## config.mk

```make
export PLATFORM = sky130hd
export DESIGN_NAME = pixel_byte_serializer
export DESIGN_NICKNAME = d
export VERILOG_FILES = /design/src/rtl/gray_sobel_pkg.sv /design/src/rtl/px_fifo.sv /design/src/rtl/pixel_byte_serializer.sv
export SDC_FILE = /design/constraint.sdc
export NUM_CORES = 1
export LEC_CHECK = 0
export CAP_MARGIN = 25
export CORE_ASPECT_RATIO = 2
export CORE_MARGIN = 4
export CORE_UTILIZATION = 55
export DETAILED_ROUTE_END_ITERATION = 10
export GPL_TIMING_DRIVEN = 0
export PLACE_DENSITY = 0.86
export SLEW_MARGIN = 0
export SYNTH_ARGS = -nofsm -noshare
export SYNTH_HDL_FRONTEND = slang
export SYNTH_HIERARCHICAL = 1
export SYNTH_SLANG_ARGS = --single-unit
```

## constraint.sdc

```tcl
create_clock -name clk_i -period 3.25 [get_ports clk_i]
set_input_delay 0.65 -clock clk_i [delete_from_list [all_inputs] [get_ports clk_i]]
set_output_delay 0.65 -clock clk_i [all_outputs]
set_load 0.02 [all_outputs]
```

## src/rtl/gray_sobel_pkg.sv

```systemverilog
// rtl/gray_sobel_pkg.sv - shared types and widths for the gray/Sobel pixel pipeline
package gray_sobel_pkg;

  localparam int MAX_PIXEL_BITS  = 24;
  localparam int PIXEL_WIDTH_OUT = 8;

  typedef enum logic [1:0] {
    SEL_GRAY       = 2'b00,
    SEL_SOBEL      = 2'b01,
    SEL_GRAY_SOBEL = 2'b10,
    SEL_BYPASS     = 2'b11
  } sel_t;

  typedef enum logic {
    IDLE = 1'b0,
    SEND = 1'b1
  } ser_state_t;

endpackage

```

## src/rtl/px_fifo.sv

```systemverilog
// rtl/px_fifo.sv - small pixel-entry FIFO with synchronous flush
module px_fifo #(
  parameter int W     = 26,
  parameter int DEPTH = 4
) (
  input  logic         clk_i,
  input  logic         nreset_i,
  input  logic         flush_i,
  input  logic         push_i,
  input  logic         pop_i,
  input  logic [W-1:0] wr_data_i,
  output logic [W-1:0] rd_data_o,
  output logic         full_o,
  output logic         empty_o
);

  localparam int PTR_W = $clog2(DEPTH);

  logic [W-1:0]     mem [DEPTH];
  logic [PTR_W-1:0] wr_ptr;
  logic [PTR_W-1:0] rd_ptr;
  logic [PTR_W:0]   count;

  // Storage needs no reset; validity is tracked entirely by count.
  always_ff @(posedge clk_i) begin
    if (push_i) begin
      mem[wr_ptr] <= wr_data_i;
    end
  end

  always_ff @(posedge clk_i or negedge nreset_i) begin
    if (!nreset_i) begin
      wr_ptr <= '0;
      rd_ptr <= '0;
      count  <= '0;
    end else if (flush_i) begin
      wr_ptr <= '0;
      rd_ptr <= '0;
      count  <= '0;
    end else begin
      if (push_i) wr_ptr <= wr_ptr + PTR_W'(1);
      if (pop_i)  rd_ptr <= rd_ptr + PTR_W'(1);
      case ({push_i, pop_i})
        2'b10:   count <= count + (PTR_W+1)'(1);
        2'b01:   count <= count - (PTR_W+1)'(1);
        default: count <= count;
      endcase
    end
  end

  assign rd_data_o = mem[rd_ptr];
  assign full_o    = (count == (PTR_W+1)'(DEPTH));
  assign empty_o   = (count == '0);

endmodule

```

## src/rtl/pixel_byte_serializer.sv

```systemverilog
// rtl/pixel_byte_serializer.sv - buffers processed pixels and streams them out LSB-first as bytes
module pixel_byte_serializer
  import gray_sobel_pkg::*;
#(
  parameter int PIXEL_W    = MAX_PIXEL_BITS,
  parameter int PX_OUT_W   = PIXEL_WIDTH_OUT,
  parameter int FIFO_DEPTH = 4
) (
  input  logic               clk_i,
  input  logic               nreset_i,
  input  logic [1:0]         select_i,
  input  logic               px_valid_i,
  input  logic [PIXEL_W-1:0] px_i,
  input  logic               flush_i,
  output logic [7:0]         byte_o,
  output logic               byte_valid_o,
  input  logic               byte_ready_i,
  output logic               fifo_full_o,
  output logic               overflow_o,
  output logic               busy_o
);

  localparam int NBYTES = PIXEL_W / 8;
  localparam int NB_W   = $clog2(NBYTES + 1);
  localparam int EW     = PIXEL_W + NB_W;
  localparam logic [7:0] OUT_MASK = 8'((16'd1 << PX_OUT_W) - 16'd1);

  ser_state_t         state;
  logic [PIXEL_W-1:0] shift_q;
  logic [NB_W-1:0]    nbytes_q;
  logic [NB_W-1:0]    idx_q;
  logic               overflow_q;

  logic [PIXEL_W-1:0] wr_px;
  logic [NB_W-1:0]    wr_nb;
  logic [EW-1:0]      rd_entry;
  logic               full, empty;
  logic               push, pop, drop, push_req, xfer, last;

  // Byte count is latched with the pixel so later mode changes leave queued entries alone.
  always_comb begin
    wr_px = '0;
    wr_nb = NB_W'(1);
    if (sel_t'(select_i) == SEL_BYPASS) begin
      wr_px = px_i;
      wr_nb = NB_W'(NBYTES);
    end else begin
      wr_px[7:0] = px_i[7:0] & OUT_MASK;
    end
  end

  assign xfer     = (state == SEND) && byte_ready_i;
  assign last     = (idx_q == nbytes_q - NB_W'(1));
  assign pop      = !flush_i && !empty && ((state == IDLE) || (xfer && last));
  assign push_req = px_valid_i && !flush_i;
  assign push     = push_req && (!full || pop);
  assign drop     = push_req && full && !pop;

  px_fifo #(
    .W     (EW),
    .DEPTH (FIFO_DEPTH)
  ) u_fifo (
    .clk_i     (clk_i),
    .nreset_i  (nreset_i),
    .flush_i   (flush_i),
    .push_i    (push),
    .pop_i     (pop),
    .wr_data_i ({wr_px, wr_nb}),
    .rd_data_o (rd_entry),
    .full_o    (full),
    .empty_o   (empty)
  );

  always_ff @(posedge clk_i or negedge nreset_i) begin
    if (!nreset_i) begin
      state      <= IDLE;
      shift_q    <= '0;
      nbytes_q   <= '0;
      idx_q      <= '0;
      overflow_q <= 1'b0;
    end else if (flush_i) begin
      state      <= IDLE;
      idx_q      <= '0;
      overflow_q <= 1'b0;
    end else begin
      if (drop) overflow_q <= 1'b1;
      case (state)
        IDLE: begin
          if (pop) begin
            shift_q  <= rd_entry[EW-1:NB_W];
            nbytes_q <= rd_entry[NB_W-1:0];
            idx_q    <= '0;
            state    <= SEND;
          end
        end
        SEND: begin
          if (xfer) begin
            if (!last) begin
              shift_q <= shift_q >> 8;
              idx_q   <= idx_q + NB_W'(1);
            end else if (pop) begin
              shift_q  <= rd_entry[EW-1:NB_W];
              nbytes_q <= rd_entry[NB_W-1:0];
              idx_q    <= '0;
            end else begin
              state <= IDLE;
            end
          end
        end
        default: state <= IDLE;
      endcase
    end
  end

  assign byte_o       = shift_q[7:0];
  assign byte_valid_o = (state == SEND);
  assign fifo_full_o  = full;
  assign overflow_o   = overflow_q;
  assign busy_o       = (state == SEND) || !empty;

endmodule

```

# After elaboration in Yosys (flattened, before gate mapping)
# Memory sizes are Yosys's and may differ from the RTL's.
# Index checks and enable logic that the tools add are counted.
classes:
  addsub: 6
  multipliers: 0
  n_div: 0
  magnitude_cmp: 0
  n_eq_ne: 8
  shift: 0
  muxes: 30
  bitwise: 2
  n_reduce_logical: 22
op_table:
  columns: ["operator", "count"]
  rows:
  - ["24-bit 2-to-1 mux", 3]
  - ["24-bit one-hot mux with 2 select lines", 1]
  - ["2-bit 2-to-1 mux", 12]
  - ["16-bit 2-to-1 mux", 1]
  - ["1-bit logical AND", 8]
  - ["1-bit 2-to-1 mux", 8]
  - ["2-bit one-hot mux with 2 select lines", 2]
  - ["2-bit by 1-bit adder with 2-bit output, second input constant", 3]
  - ["3-bit one-hot mux with 2 select lines", 1]
  - ["2-bit nonzero test", 3]
  - ["2-bit == test, second input constant", 2]
  - ["1-bit logical NOT", 4]
  - ["2-bit by 1-bit inequality test with 1-bit output, second input constant", 2]
  - ["3-bit by 1-bit adder with 3-bit output, second input constant", 1]
  - ["3-bit == test, second input constant", 1]
  - ["3-bit logical NOT", 1]
  - ["1-bit logical OR", 3]
  - ["3-bit 2-to-1 mux", 1]
  - ["3-bit by 2-bit inequality test with 1-bit output, second input constant", 1]
  - ["3-bit AND reduction", 1]
  - ["3-bit nonzero test", 1]
  - ["3-bit by 1-bit subtractor with 3-bit output, second input constant", 1]
  - ["2-bit by 1-bit == test with 1-bit output, second input constant", 1]
  - ["2-bit == test", 1]
  - ["4 further kinds", 5]
word_totals:
  reg_bits: 37
  latchBits: 0
  ram_bits: 104
  romBits: 0
  input_bits: 31
  out_inout_bits: 12
  wordCells: 77
  n_memories: 1
mem_list:
  columns: ["memory", "depth", "width", "rd", "rd_clocked_by_memory_dff", "write_ports", "line_no", "source"]
  rows:
  - ["u_fifo.mem", 4, 26, 1, 0, 1, "px_fifo.sv:19", "logic [W-1:0] mem [DEPTH];"]

# Depth between registers and ports, before layout
logic_depth:
  word_depth: 10
  depth_mapped: 12
  ltp_nobuf: 9

# Hierarchy
# Netlist, hierarchy kept.
by_module_without_submodules:
  columns: ["mod", "n_inst", "cells_per_inst", "area_each_um2", "seq_area_each_um2"]
  rows:
  - ["px_fifo", 1, 177, 4230.3, 3298.2]
  - ["pixel_byte_serializer", 1, 180, 1795.5, 750.7]

# Worst setup path after synthesis
# OpenSTA, ideal clock, no wires.
synth_timing:
  path_type: "input to register"
  startpoint: "input port flush_i"
  endpoint: "memory u_fifo.mem[0][0] (enable)"
  setup_ps: 385
  arrival_time_ps: 2543
  required_ps: 2865
  path_slack_ps: 321
  stages: 7
  path_buffers: 3
  cell_sequence: "clkbuf_1 > nor3_4 > a21boi_2 > buf_6 > o21a_1 > buf_2 > and2_1"
synth_between:
  elab_chain_cells: 7
  word_cells_on_any_way: 8
  classes_between: "2 x mux; 6 x reduce/logical"
synth_lines:
  columns: ["element", "line_no", "source"]
  rows:
  - ["from (decl)", "pixel_byte_serializer.sv:14", "input logic flush_i,"]
  - ["1-bit logical NOT", "pixel_byte_serializer.sv:54", "assign pop = !flush_i && !empty && ((state == IDLE) || (xfer && last));"]
  - ["1-bit logical AND (2 in series)", "pixel_byte_serializer.sv:54", null]
  - ["named net pop", "pixel_byte_serializer.sv:38", "logic push, pop, drop, push_req, xfer, last;"]
  - ["1-bit logical OR", "pixel_byte_serializer.sv:56", "assign push = push_req && (!full || pop);"]
  - ["1-bit logical AND", "pixel_byte_serializer.sv:56", null]
  - ["named net push", "pixel_byte_serializer.sv:38", null]
  - ["1-bit 2-to-1 mux", "px_fifo.sv:26", "if (push_i) begin"]
  - ["1-bit 2-to-1 mux (not written as such)", "px_fifo.sv:27", "mem[wr_ptr] <= wr_data_i;"]
  - ["to (decl)", "px_fifo.sv:19", null]
# The timed path passes the listed nets, and every way through them passes these cells.

# Final worst setup path
layout_timing:
  startpoint: "input port byte_ready_i"
  endpoint: "register u_fifo.count[2]"
layout_between:
  elab_chain_cells: 9
  word_cells_on_any_way: 11
  classes_between: "2 x eq/ne; 2 x mux; 7 x reduce/logical"
layout_lines:
  columns: ["element", "line_no", "source"]
  rows:
  - ["from (decl)", "pixel_byte_serializer.sv:17", "input logic byte_ready_i,"]
  - ["1-bit logical AND (*)", "pixel_byte_serializer.sv:52", "assign xfer = (state == SEND) && byte_ready_i;"]
  - ["1-bit logical AND (*)", "pixel_byte_serializer.sv:54", null]
  - ["1-bit logical OR (*)", "pixel_byte_serializer.sv:54", null]
  - ["1-bit logical AND (*)", "pixel_byte_serializer.sv:54", null]
  - ["named net pop", "pixel_byte_serializer.sv:38", null]
  - ["1-bit logical OR (*)", "pixel_byte_serializer.sv:56", null]
  - ["1-bit logical AND (*)", "pixel_byte_serializer.sv:56", null]
  - ["named net push", "pixel_byte_serializer.sv:38", null]
  - ["2-bit by 1-bit == test with 1-bit output or 2-bit == test (tied branches)", "px_fifo.sv:43", "case ({push_i, pop_i})"]
  - ["3-bit one-hot mux with 2 select lines", "px_fifo.sv:43", null]
  - ["3-bit 2-to-1 mux", "px_fifo.sv:36", "end else if (flush_i) begin"]
  - ["to (signal assigned)", "px_fifo.sv:44", "2'b10: count <= count + (PTR_W+1)'(1);"]
  - ["to (signal assigned)", "px_fifo.sv:45", "2'b01: count <= count - (PTR_W+1)'(1);"]
  - ["to (signal assigned)", "px_fifo.sv:46", "default: count <= count;"]
  - ["to (decl)", "px_fifo.sv:22", "logic [PTR_W:0] count;"]
# Mark *: on every way through the listed nets, which the timed path passes. The rest lies on a longest branch.
# A chain may end at the register's enable or synchronous reset.

==> run_results.csv <==
group,metric,value,unit
outcome,outcome,"completed",
clock_tree,clock_latency,420,ps
power_and_ir_drop,irDropWorstVdd,643.5,uV
power_and_ir_drop,power.density_cell_area,825.0,nW/um^2
placed_design,dp.final_hpwl,7.697,mm
global_routing,grt_max_degree,38,
clock_tree,clock_tree.buffer_depth,2,
global_routing,first_pass_grt_wire_length,18.55,mm
worst_setup_path,crit-reg2reg-capture,"u_fifo/count[2]",
synthesis,synth.avg_cell_area,16.88,sq um
timing,max_freq,317.4,MHz
placed_design,place.detailed.instances,543,
timing,slew-limit-headroom,0.4557,
layout,num_antenna_cells,0,
global_routing,vias_in_the_first_global_route,3508,
worst_setup_path,worstPathMaxFanout,15,
drt,routedWlPerCell,20.46,um
drt,first_pass_iters,4,
clock_tree,tritoncts,"done",
layout,post_route_cells_drive_above_1_share,0.2250,
worst_setup_path,r2r_setup_slack,250,ps
drt,first_iter_violations,190,
global_routing,overflow,0,
power_and_ir_drop,power.static_leakage,2.705,nW
timing,finalSetupViolations,0,
worst_setup_path,reg2reg_depth,12,
clock_tree,clkTransAtPathRegs,60,ps
synthesis,yosys_warnings,6,
synthesis,synth_enable_flop_cells,104,
synthesis,synth_seq_area_share,0.6719,
timing,fin_ws,99.04,ps
synthesis,synth_seq_cells,141,
layout,layout_commonest_cell,"sky130_fd_sc_hd__edfxtp_1",
placed_design,numPortBuffers,42,
layout,stdcell_count,577,
timing,tightest_slew,816.4,ps
global_routing,globalRouteTotalUtil,0.2035,
floorplan,num_io_pins,43,
layout,final_net_count,463,
drt,vias_per_cell,5.790,
timing,post-route-min-period,3151,ps
drt,detail_route_antenna_nets,0,
clock_tree,total_number_of_h_tree_levels,4,
worst_setup_path,worstSetupStartpoint,"byte_ready_i",
synthesis,syn_inst,357,
worst_hold_path,min-delay-path-class,"input pin to async pin",
worst_setup_path,cp_data_required_time,3570,ps
worst_setup_path,rr_startpoint,"byte_valid_o",
drt,via_count,3341,
timing,setup_repair_after_global_routing_missed_its_margin,"no",
floorplan,design.core.area,10610,sq um
clock_tree,cts.sinks,141,
floorplan,floorplan_die_area,12800,sq um
layout,layout_common_cells,"104 x sky130_fd_sc_hd__edfxtp_1, 40 x sky130_fd_sc_hd__clkdlybuf4s50_1, 37 x sky130_fd_sc_hd__dfrtp_1",
floorplan,die_x,82.02,um
layout,area_growth,21.95,%
clock_tree,clock_tree.root_cell,"sky130_fd_sc_hd__clkbuf_16",
synthesis,synth_area,6026,sq um
flow_run,drv_cap,0,
timing,timing_hold_violations_final,0,
worst_setup_path,crit_path_start_kind,"input pin",
worst_setup_path,arrival,3470,ps
floorplan,rows,53,
drt,totalWireLength,11.80,mm
synthesis,number_of_distinct_library_cells_after_synthesis,46,
clock_tree,cts_buffers,17,
floorplan,die-height,156.0,um
timing,clock_skew,7.133,ps
worst_setup_path,worst-setup-path-type,"input pin to register",
worst_setup_path,cp-end-kind,"register",
floorplan,initial_core_util,0.5679,
timing,timing.final.max_slew_violations,0,
drt,detail_route.drc_violations,0,
synthesis,ys_async_sr_fraction,0.2624,
placed_design,dp_slack,-733.6,ps
global_routing,antenna_found_initial,0,
timing,min_period_over_period,0.9695,
placed_design,gpl.final_weighted_congestion,0.8575,
synthesis,synth_flop_cell,"sky130_fd_sc_hd__edfxtp_1",
[per-layer routing]
layer,vias to the layer above,track usage,routed length (um)
met3,25,0.04509,465
met5,-,0,0
li1,1519,-,-
met2,101,0.3574,6669
met4,0,0.1046,399
met1,1696,0.2236,4271
[layout make-up]
| class | instances | area (sq um) |
|---|---|---|
| buffer | 29 | 225.2 |
| clock buffer | 18 | 429.2 |
| fill | 703 | 3262 |
| sequential | 141 | 4049 |
| tap | 137 | 171.4 |
| inverter | 21 | 78.83 |
| multi-input combinational | 169 | 1700 |
| timing repair buffer | 48 | 543.0 |
| clock inverter | 14 | 151.4 |
[worst max-delay path: stages]
cell and delay [ps]:
sky130_fd_sc_hd__clkdlybuf4s50_1 500, sky130_fd_sc_hd__and2b_4 230, sky130_fd_sc_hd__nor3_4 190, sky130_fd_sc_hd__a21boi_4 230, sky130_fd_sc_hd__buf_6 190, sky130_fd_sc_hd__o21a_1 120
sky130_fd_sc_hd__clkbuf_4 190, sky130_fd_sc_hd__nor2b_1 80, sky130_fd_sc_hd__fa_1 450, sky130_fd_sc_hd__and3b_1 210, sky130_fd_sc_hd__o21ai_0 180, sky130_fd_sc_hd__nor3b_1 240
[per-stage QoR]
stage          area, sq um  TNS [ps]    util  hold slack (ps)  power, mW
6_report              7348         0  0.6926            324.0      6.062
5_1_grt               7348         0  0.6926            377.2      6.341
3_3_place_gp          6629   -106810  0.6248            490.7      4.073
3_5_place_dp          6734    -61240  0.6347            490.0      4.159
2_1_floorplan         6037         0       -            354.4      3.661
4_1_cts               7331         0  0.6909            327.7      6.096
[worst max path at each step]
stage                            end  cells after the start
floorplan           u_fifo/mem[0][0]                      7
global placement    u_fifo/mem[1][2]                      8
detailed placement   u_fifo/count[2]                     12
CTS                  u_fifo/count[2]                     12
global route         u_fifo/count[2]                     12
finish               u_fifo/count[2]                     12
[flip-flops by register name (all words and copies together), names as in the netlist]
name,cells
u_fifo/rd_ptr,2
shift_q,24
u_fifo/mem,104
idx_q,2
overflow_o,1
nbytes_q,2
u_fifo/wr_ptr,2
byte_valid_o,1
u_fifo/count,3
[where the power goes]
part | internal, mW | leakage (nW) | switching (mW)
clock network | 1.19 | 0.284 | 0.684
logic | 0.918 | 0.983 | 0.947
registers | 2.18 | 1.44 | 0.144
total | 4.29 | 2.71 | 1.77
[synthesized netlist by cell type, types with 2 or more instances]
cell,instances,area [sq um]
sky130_fd_sc_hd__nor3b_1,4,30.03
sky130_fd_sc_hd__nor2b_1,5,31.28
sky130_fd_sc_hd__o221ai_1,5,43.79
sky130_fd_sc_hd__o221ai_2,11,165.2
sky130_fd_sc_hd__buf_6,5,56.30
sky130_fd_sc_hd__dfrtp_1,37,925.9
sky130_fd_sc_hd__nor2_1,8,30.03
sky130_fd_sc_hd__xor2_1,2,17.52
sky130_fd_sc_hd__inv_1,21,78.83
sky130_fd_sc_hd__nor3_1,2,10.01
sky130_fd_sc_hd__a31oi_1,2,12.51
sky130_fd_sc_hd__clkbuf_1,8,30.03
sky130_fd_sc_hd__and2_1,6,37.54
sky130_fd_sc_hd__mux2i_1,2,20.02
sky130_fd_sc_hd__xnor2_1,3,26.28
sky130_fd_sc_hd__ha_1,4,50.05
sky130_fd_sc_hd__edfxtp_1,104,3123
sky130_fd_sc_hd__mux4_2,18,405.4
sky130_fd_sc_hd__a22o_1,8,70.07
sky130_fd_sc_hd__buf_2,4,20.02
sky130_fd_sc_hd__and3_1,16,100.1
sky130_fd_sc_hd__mux2_2,3,33.78
sky130_fd_sc_hd__o21ai_0,2,10.01
sky130_fd_sc_hd__nand2_1,22,82.58
sky130_fd_sc_hd__buf_12,2,40.04
sky130_fd_sc_hd__buf_4,10,75.07
sky130_fd_sc_hd__nand4_1,17,106.4
sky130_fd_sc_hd__mux4_1,8,210.2
[logic make-up (layout without fill, tap and decap cells)]
logic type / Yosys count / after routing / share of synthesized area
other cells: 1 / 4 / 0.0006223
simple gates: 86 / 86 / 0.08015
fa+ha+maj: 5 / 5 / 0.01163
compound gates: 36 / 36 / 0.06250
flops: 141 / 141 / 0.6719
xor+xnor: 6 / 6 / 0.009969
mux: 32 / 32 / 0.1134
buf+inv: 50 / 130 / 0.04983
[what timing repair did]
item                       4_1_cts  5_1_grt
resized for setup                2        4
pin swaps                        1        0
hold buffers                     0        0
buffers inserted                 1        1
setup endpoints to repair      106       73
Power figures use the tool's default switching activity.
